[src/rtl/dl2_mem_pkg.sv]
// Shared types and default geometry for the L2 block memory port.
package dl2_mem_pkg;

  localparam int DEF_ADDR_BITS  = 32;
  localparam int DEF_BLOCK_BITS = 256;
  localparam int DEF_SUBBLOCKS  = 4;
  localparam int DEF_BEAT_BITS  = DEF_BLOCK_BITS / DEF_SUBBLOCKS;
  localparam int DEF_SB_LOG2    = $clog2(DEF_SUBBLOCKS);

  typedef enum logic [2:0] {
    IDLE,
    RD_ISSUE,
    RD_COLLECT,
    WR_BURST,
    RESP
  } state_t;

endpackage

[src/rtl/dl2_beat_assembler.sv]
// Read-beat register array: each accepted beat lands in the slot named by its strobe.
module dl2_beat_assembler #(
  parameter int BEAT_BITS = 64,
  parameter int SUBBLOCKS = 4,
  parameter int SB_LOG2   = 2
) (
  input  logic                           clk,
  input  logic                           wr_en,
  input  logic [SB_LOG2-1:0]             wr_slot,
  input  logic [BEAT_BITS-1:0]           wr_data,
  output logic [BEAT_BITS*SUBBLOCKS-1:0] block
);

  logic [BEAT_BITS-1:0] beats [SUBBLOCKS];

  always_ff @(posedge clk) begin
    if (wr_en) beats[wr_slot] <= wr_data;
  end

  always_comb begin
    block = '0;
    for (int unsigned i = 0; i < SUBBLOCKS; i++) begin
      block[i*BEAT_BITS +: BEAT_BITS] = beats[i];
    end
  end

endmodule

[src/rtl/dl2_mem_port.sv]
// L2 block <-> beat-wide memory port: fill collection and write-back serialization.
// Optional strobe-order checker enabled by defining DL2_MEM_PORT_STROBE_CHECK_EN.
module dl2_mem_port
  import dl2_mem_pkg::*;
#(
  parameter  int ADDR_BITS  = DEF_ADDR_BITS,
  parameter  int BLOCK_BITS = DEF_BLOCK_BITS,
  parameter  int SUBBLOCKS  = DEF_SUBBLOCKS,
  localparam int BEAT_BITS  = BLOCK_BITS / SUBBLOCKS,
  localparam int SB_LOG2    = $clog2(SUBBLOCKS)
) (
  input  logic                  clk,
  input  logic                  reset,
  input  logic                  req_valid,
  output logic                  req_ready,
  input  logic                  req_we,
  input  logic [ADDR_BITS-1:0]  req_addr,
  input  logic [BLOCK_BITS-1:0] req_wdata,
  output logic                  resp_valid,
  output logic                  resp_we,
  output logic [BLOCK_BITS-1:0] resp_rdata,
  output logic [ADDR_BITS-1:0]  mem_addr,
  output logic                  mem_en,
  output logic                  mem_we,
  output logic [SB_LOG2-1:0]    mem_dinDstrobe,
  output logic [BEAT_BITS-1:0]  mem_din,
  input  logic [SB_LOG2-1:0]    mem_doutDstrobe,
  input  logic [BEAT_BITS-1:0]  mem_dout,
  input  logic                  mem_dready,
  input  logic                  mem_accR,
  input  logic                  mem_accW,
  output logic                  err
);

  localparam int OFF_BITS = $clog2(BLOCK_BITS / 8);
  localparam logic [ADDR_BITS-1:0] ALIGN_MASK = {ADDR_BITS{1'b1}} << OFF_BITS;
  localparam logic [SB_LOG2-1:0]   LAST_BEAT  = SB_LOG2'(SUBBLOCKS - 1);

  state_t                state;
  logic [SB_LOG2-1:0]    cnt;
  logic [BLOCK_BITS-1:0] wbuf;
  logic                  accept;
  logic                  collect_beat;

  assign req_ready    = (state == IDLE) && mem_accR && mem_accW;
  assign accept       = req_valid && req_ready;
  assign collect_beat = (state == RD_COLLECT) && mem_dready;

  always_ff @(posedge clk) begin
    if (reset) begin
      state          <= IDLE;
      cnt            <= '0;
      mem_en         <= 1'b0;
      mem_we         <= 1'b0;
      mem_dinDstrobe <= '0;
      resp_valid     <= 1'b0;
      resp_we        <= 1'b0;
      mem_addr       <= '0;
    end else begin
      case (state)
        IDLE: begin
          if (accept) begin
            mem_addr <= req_addr & ALIGN_MASK;
            resp_we  <= req_we;
            cnt      <= '0;
            if (req_we) begin
              // Beat 0 goes out on the first burst cycle; the rest shift down from wbuf.
              state          <= WR_BURST;
              mem_we         <= 1'b1;
              mem_dinDstrobe <= '0;
              mem_din        <= req_wdata[BEAT_BITS-1:0];
              wbuf           <= req_wdata >> BEAT_BITS;
            end else begin
              state  <= RD_ISSUE;
              mem_en <= 1'b1;
            end
          end
        end
        RD_ISSUE: begin
          mem_en <= 1'b0;
          state  <= RD_COLLECT;
        end
        RD_COLLECT: begin
          if (mem_dready) begin
            cnt <= cnt + 1'b1;
            if (mem_doutDstrobe == LAST_BEAT) begin
              state      <= RESP;
              resp_valid <= 1'b1;
            end
          end
        end
        WR_BURST: begin
          if (cnt == LAST_BEAT) begin
            mem_we         <= 1'b0;
            mem_dinDstrobe <= '0;
            cnt            <= '0;
            state          <= RESP;
            resp_valid     <= 1'b1;
          end else begin
            cnt            <= cnt + 1'b1;
            mem_dinDstrobe <= cnt + 1'b1;
            mem_din        <= wbuf[BEAT_BITS-1:0];
            wbuf           <= wbuf >> BEAT_BITS;
          end
        end
        RESP: begin
          resp_valid <= 1'b0;
          cnt        <= '0;
          state      <= IDLE;
        end
        default: state <= IDLE;
      endcase
    end
  end

  dl2_beat_assembler #(
    .BEAT_BITS (BEAT_BITS),
    .SUBBLOCKS (SUBBLOCKS),
    .SB_LOG2   (SB_LOG2)
  ) u_assembler (
    .clk     (clk),
    .wr_en   (collect_beat),
    .wr_slot (mem_doutDstrobe),
    .wr_data (mem_dout),
    .block   (resp_rdata)
  );

`ifdef DL2_MEM_PORT_STROBE_CHECK_EN
  // cnt counts beats received, so it is the strobe an in-order responder would send.
  always_ff @(posedge clk) begin
    if (reset) begin
      err <= 1'b0;
    end else if (collect_beat && (mem_doutDstrobe != cnt)) begin
      err <= 1'b1;
    end
  end
`else
  assign err = 1'b0;
`endif

endmodule

[config.mk]
export PLATFORM = sky130hd
export DESIGN_NAME = dl2_mem_port
export DESIGN_NICKNAME = d
export VERILOG_FILES = /design/src/rtl/dl2_mem_pkg.sv /design/src/rtl/dl2_beat_assembler.sv /design/src/rtl/dl2_mem_port.sv
export SDC_FILE = /design/constraint.sdc
export NUM_CORES = 1
export LEC_CHECK = 0
export CORE_AREA = 2 2 278 280
export DETAILED_ROUTE_END_ITERATION = 7
export DIE_AREA = 0 0 280 282
export PLACE_DENSITY_LB_ADDON = 0.15
export SYNTH_ARGS = -nofsm -noshare
export SYNTH_HDL_FRONTEND = slang
export SYNTH_SLANG_ARGS = --single-unit
[constraint.sdc]
create_clock -name clk -period 34 [get_ports clk]
set_clock_uncertainty 0.1 [all_clocks]
set_input_delay 6.8 -clock clk [delete_from_list [all_inputs] [get_ports clk]]
set_output_delay 6.8 -clock clk [all_outputs]
set_load 0.005 [all_outputs]
==> metrics.md <==
| Metric | Value |
|---|---|
| Drt first pass iters | 5 |
| Top sig layer | met5 |
| WL final | 61800 um |
| # hold bufs at CTS | 0 |
| Power share of the combinational group | 0.055 |
| WL per Instance | 19.6 um |
| Relative slew slack | 0.295 |
| Crit path from | mem_accR |
| Min setup slack post-route | 19.11 ns |
| H-tree levels | 2 |
| Clock-pin slew on the worst setup and hold paths | 0.05 ns |
| IO Port Bufs | 709 |
| Die X-Extent | 280 um |
| Pins Over Slew Limit | 0 |
| Nets | 2486 |
| RSZ-0062 raised after global routing | false |
| CP Class | input port to primary output |
| Critical Path Fanout Max | 3 |
| Fmax achieved | 0.0672 GHz |
| Final setup fails | 0 |
| Final core utilization | 0.396 |
| Global-route wire length before repair | 86300 um |
| Via Count | 13100 |
| Synth cell types | 34 |
| Hold_sp | mem_addr[12] |
| Setup TNS | 0 ns |
| Initial Utilization | 0.263 |
| PostCTS Resize Cnt | 0 |
| HP Class | register to register |
| Core box area | 75700 um^2 |
| Clock share of power | 0.441 |
| Worst R2R Start | state[1] |
| Total track usage | 0.148 |
| Final period util | 0.438 |
| IO Count | 721 |
| Met3 Routed Length | 6570 um |
| Fillers | 7199 |
| Static Leak | 10.8 nW |
| Bufs on Longest Clock Path | 3 |
| P per Cell Area | 50.0 nW/um^2 |
| Number of global-route vias before repair | 13200 |
| CTS tree | yes |
| Design Area, Final | 30000 um^2 |
| Final number of hold-violating endpoints | 0 |
| Synth Register Bits | 550 |
| Outcome | finished clean |
| Dpl hpwl | 44900 um |
| Post-CTS setup buffers | 0 |
| Via density | 4.15 |
| Syn Area/Cell | 14.2 um^2 |
| Mapped cell area | 19900 um^2 |
| Routability cong. | 0.796 |
| DIE HEIGHT | 282 um |
| Sw frac | 0.199 |
| WP data arrival | 7.99 ns |
| CTS Sinks | 550 |
| Cell-internal power | 0.00120 W |
| Sequential cell area fraction in the yosys report | 0.812 |
| Met1 wire length | 22900 um |
| Syn. warnings | 0 |
| Startpoint Class | input port |
| Max-capacitance violation count | 0 |
| Slowest CP cell | clkdlybuf4s50_1 |
| Critical path cell sequence | clkdlybuf4s50_1 > and3_1 > clkdlybuf4s50_1 |
| Crit end category | primary output |
| Grt ovf | 0 |
| Initial antenna violation count | 22 |
| Worst-Margin Slew | 1.06 ns |
| Critical Path RT | 27.10 ns |
| DR iter-0 viols | 697 |
| Die Area | 79000 um^2 |
| CTS Buf Count | 60 |
| Commonest cells after routing, fill and taps aside | clkdlybuf4s50_1, nand2_1, edfxtp_1, and2_1, clkbuf_16 |
| Most common cell after layout, fill and taps aside | clkdlybuf4s50_1 |
| Crit-path max cell delay | 0.53 ns |
| Met2 WL | 30400 um |
| Crit path top cell by count | clkdlybuf4s50_1 |
| Post-Place Worst Slack | 19.11 ns |
| Net switching power figure | 0.000298 W |
| Row cnt | 101 |
| Reg power frac | 0.504 |
| Placed cell area | 27900 um^2 |
| Root Buffer | clkbuf_16 |
| Layout area overhead | 50.8% |
| Largest net degree at the start of global routing | 106 |
| Fin crit period | 14.89 ns |
| Post-route ant nets | 0 |
| Proportion of layout cells with a drive suffix above 1 | 0.0544 |
| Syn Inst Count | 1400 |
| Peak supply drop | 34.9 uV |
| Drc violations | 0 |
| Clk Latency, worst-skew pair | 0.61 ns |
[synth_stat cells]
| cell | instances | area (um^2) |
|---|---|---|
| o31ai_1 | 1 | 7.51 |
| dfxtp_1 | 38 | 761 |
| nor3_1 | 1 | 5.00 |
| and3_1 | 1 | 6.26 |
| nor3_4 | 1 | 16.3 |
| nand4bb_1 | 1 | 11.3 |
| buf_4 | 17 | 128 |
| a32oi_1 | 1 | 8.76 |
| nand2b_1 | 4 | 25.0 |
| buf_2 | 26 | 130 |
| a41o_1 | 2 | 20.0 |
| nor4_1 | 2 | 12.5 |
| edfxtp_1 | 512 | 15400 |
| and2_1 | 65 | 407 |
| nand2_1 | 638 | 2390 |
| clkbuf_1 | 13 | 48.8 |
| a21oi_2 | 1 | 8.76 |
| inv_1 | 2 | 7.51 |
| nor2b_4 | 1 | 13.8 |
| nor4_4 | 1 | 21.3 |
| a211oi_1 | 2 | 15.0 |
| a221oi_2 | 1 | 15.0 |
| buf_6 | 13 | 146 |
| nand3_2 | 1 | 10.0 |
| o22ai_1 | 2 | 12.5 |
| o21ai_0 | 2 | 10.0 |
| nand4_1 | 1 | 6.26 |
| conb_1 | 1 | 3.75 |
| nor3b_1 | 2 | 15.0 |
| a221oi_1 | 2 | 17.5 |
| nor2_1 | 9 | 33.8 |
| a21oi_1 | 34 | 170 |
| nand2_2 | 1 | 6.26 |
| ha_1 | 1 | 12.5 |
[per-stage QoR]
step / hold slack (ns) / power, W / instances
global placement: 0.343 / 0.000851 / 3039
detailed placement: 0.346 / 0.000852 / 3039
floorplan: 0.353 / 0.000797 / 1405
global route: 0.380 / 0.00155 / 3151
CTS: 0.355 / 0.00152 / 3148
finish: 0.353 / 0.00150 / 3156
[flip-flops by register name, indices dropped and copies added, names as in the netlist]
signal             cells
mem_din               64
resp_valid             1
mem_addr              27
u_assembler.beats    256
mem_en                 1
mem_we                 1
wbuf                 192
mem_dinDstrobe         2
state                  3
resp_we                1
cnt                    2
[routing by layer]
metal / GRT usage / up-vias
met5: 0 / -
met4: 0.0500 / 34
met3: 0.0694 / 127
met2: 0.254 / 510
met1: 0.162 / 6163
li1: - / 6254
[path summary, 6_finish.rpt]
kind              slack (ns)            to  cells after the start
hold reg to reg         0.35  mem_addr[12]                      2
hold / removal          0.35  mem_addr[12]                      2
setup / recovery       19.11     req_ready                      3
setup reg to reg       29.22   mem_din[11]                      7
[kinds of logic after synthesis]
family          after synthesis  synth area share
simple gates                729             0.150
flops                       550             0.812
buf+inv                      71            0.0232
compound gates               48            0.0143
fa+ha+maj                     1          0.000629
other cells                   1          0.000189
[critical path, delay by kind of cell]
family | cells | cell delay (ns)
buf+inv | 2 | 1.03
simple gates | 1 | 0.16
[area by class of cell]
class,instances,area (um^2),share of cell area
flip-flops and latches,550,16100,0.538
well taps,978,1220,0.0408
inverters,2,7.51,0.000250
multi-input cells,784,3360,0.112
clock inverters,33,360,0.0120
clock buffers,76,1630,0.0545
repair buffers,726,7240,0.242
diodes,7,17.5,0.000584
[power by group through the flow]
stage          Clock [W]  Sequential (W)  Combinational, W
2_1_floorplan          0        0.000776         0.0000214
3_3_place_gp           0        0.000769         0.0000819
3_5_place_dp           0        0.000769         0.0000829
4_1_cts         0.000681        0.000755         0.0000833
5_1_grt         0.000709        0.000755         0.0000895
6_report        0.000661        0.000755         0.0000822
No activity file was read; power rests on OpenSTA's default activity.
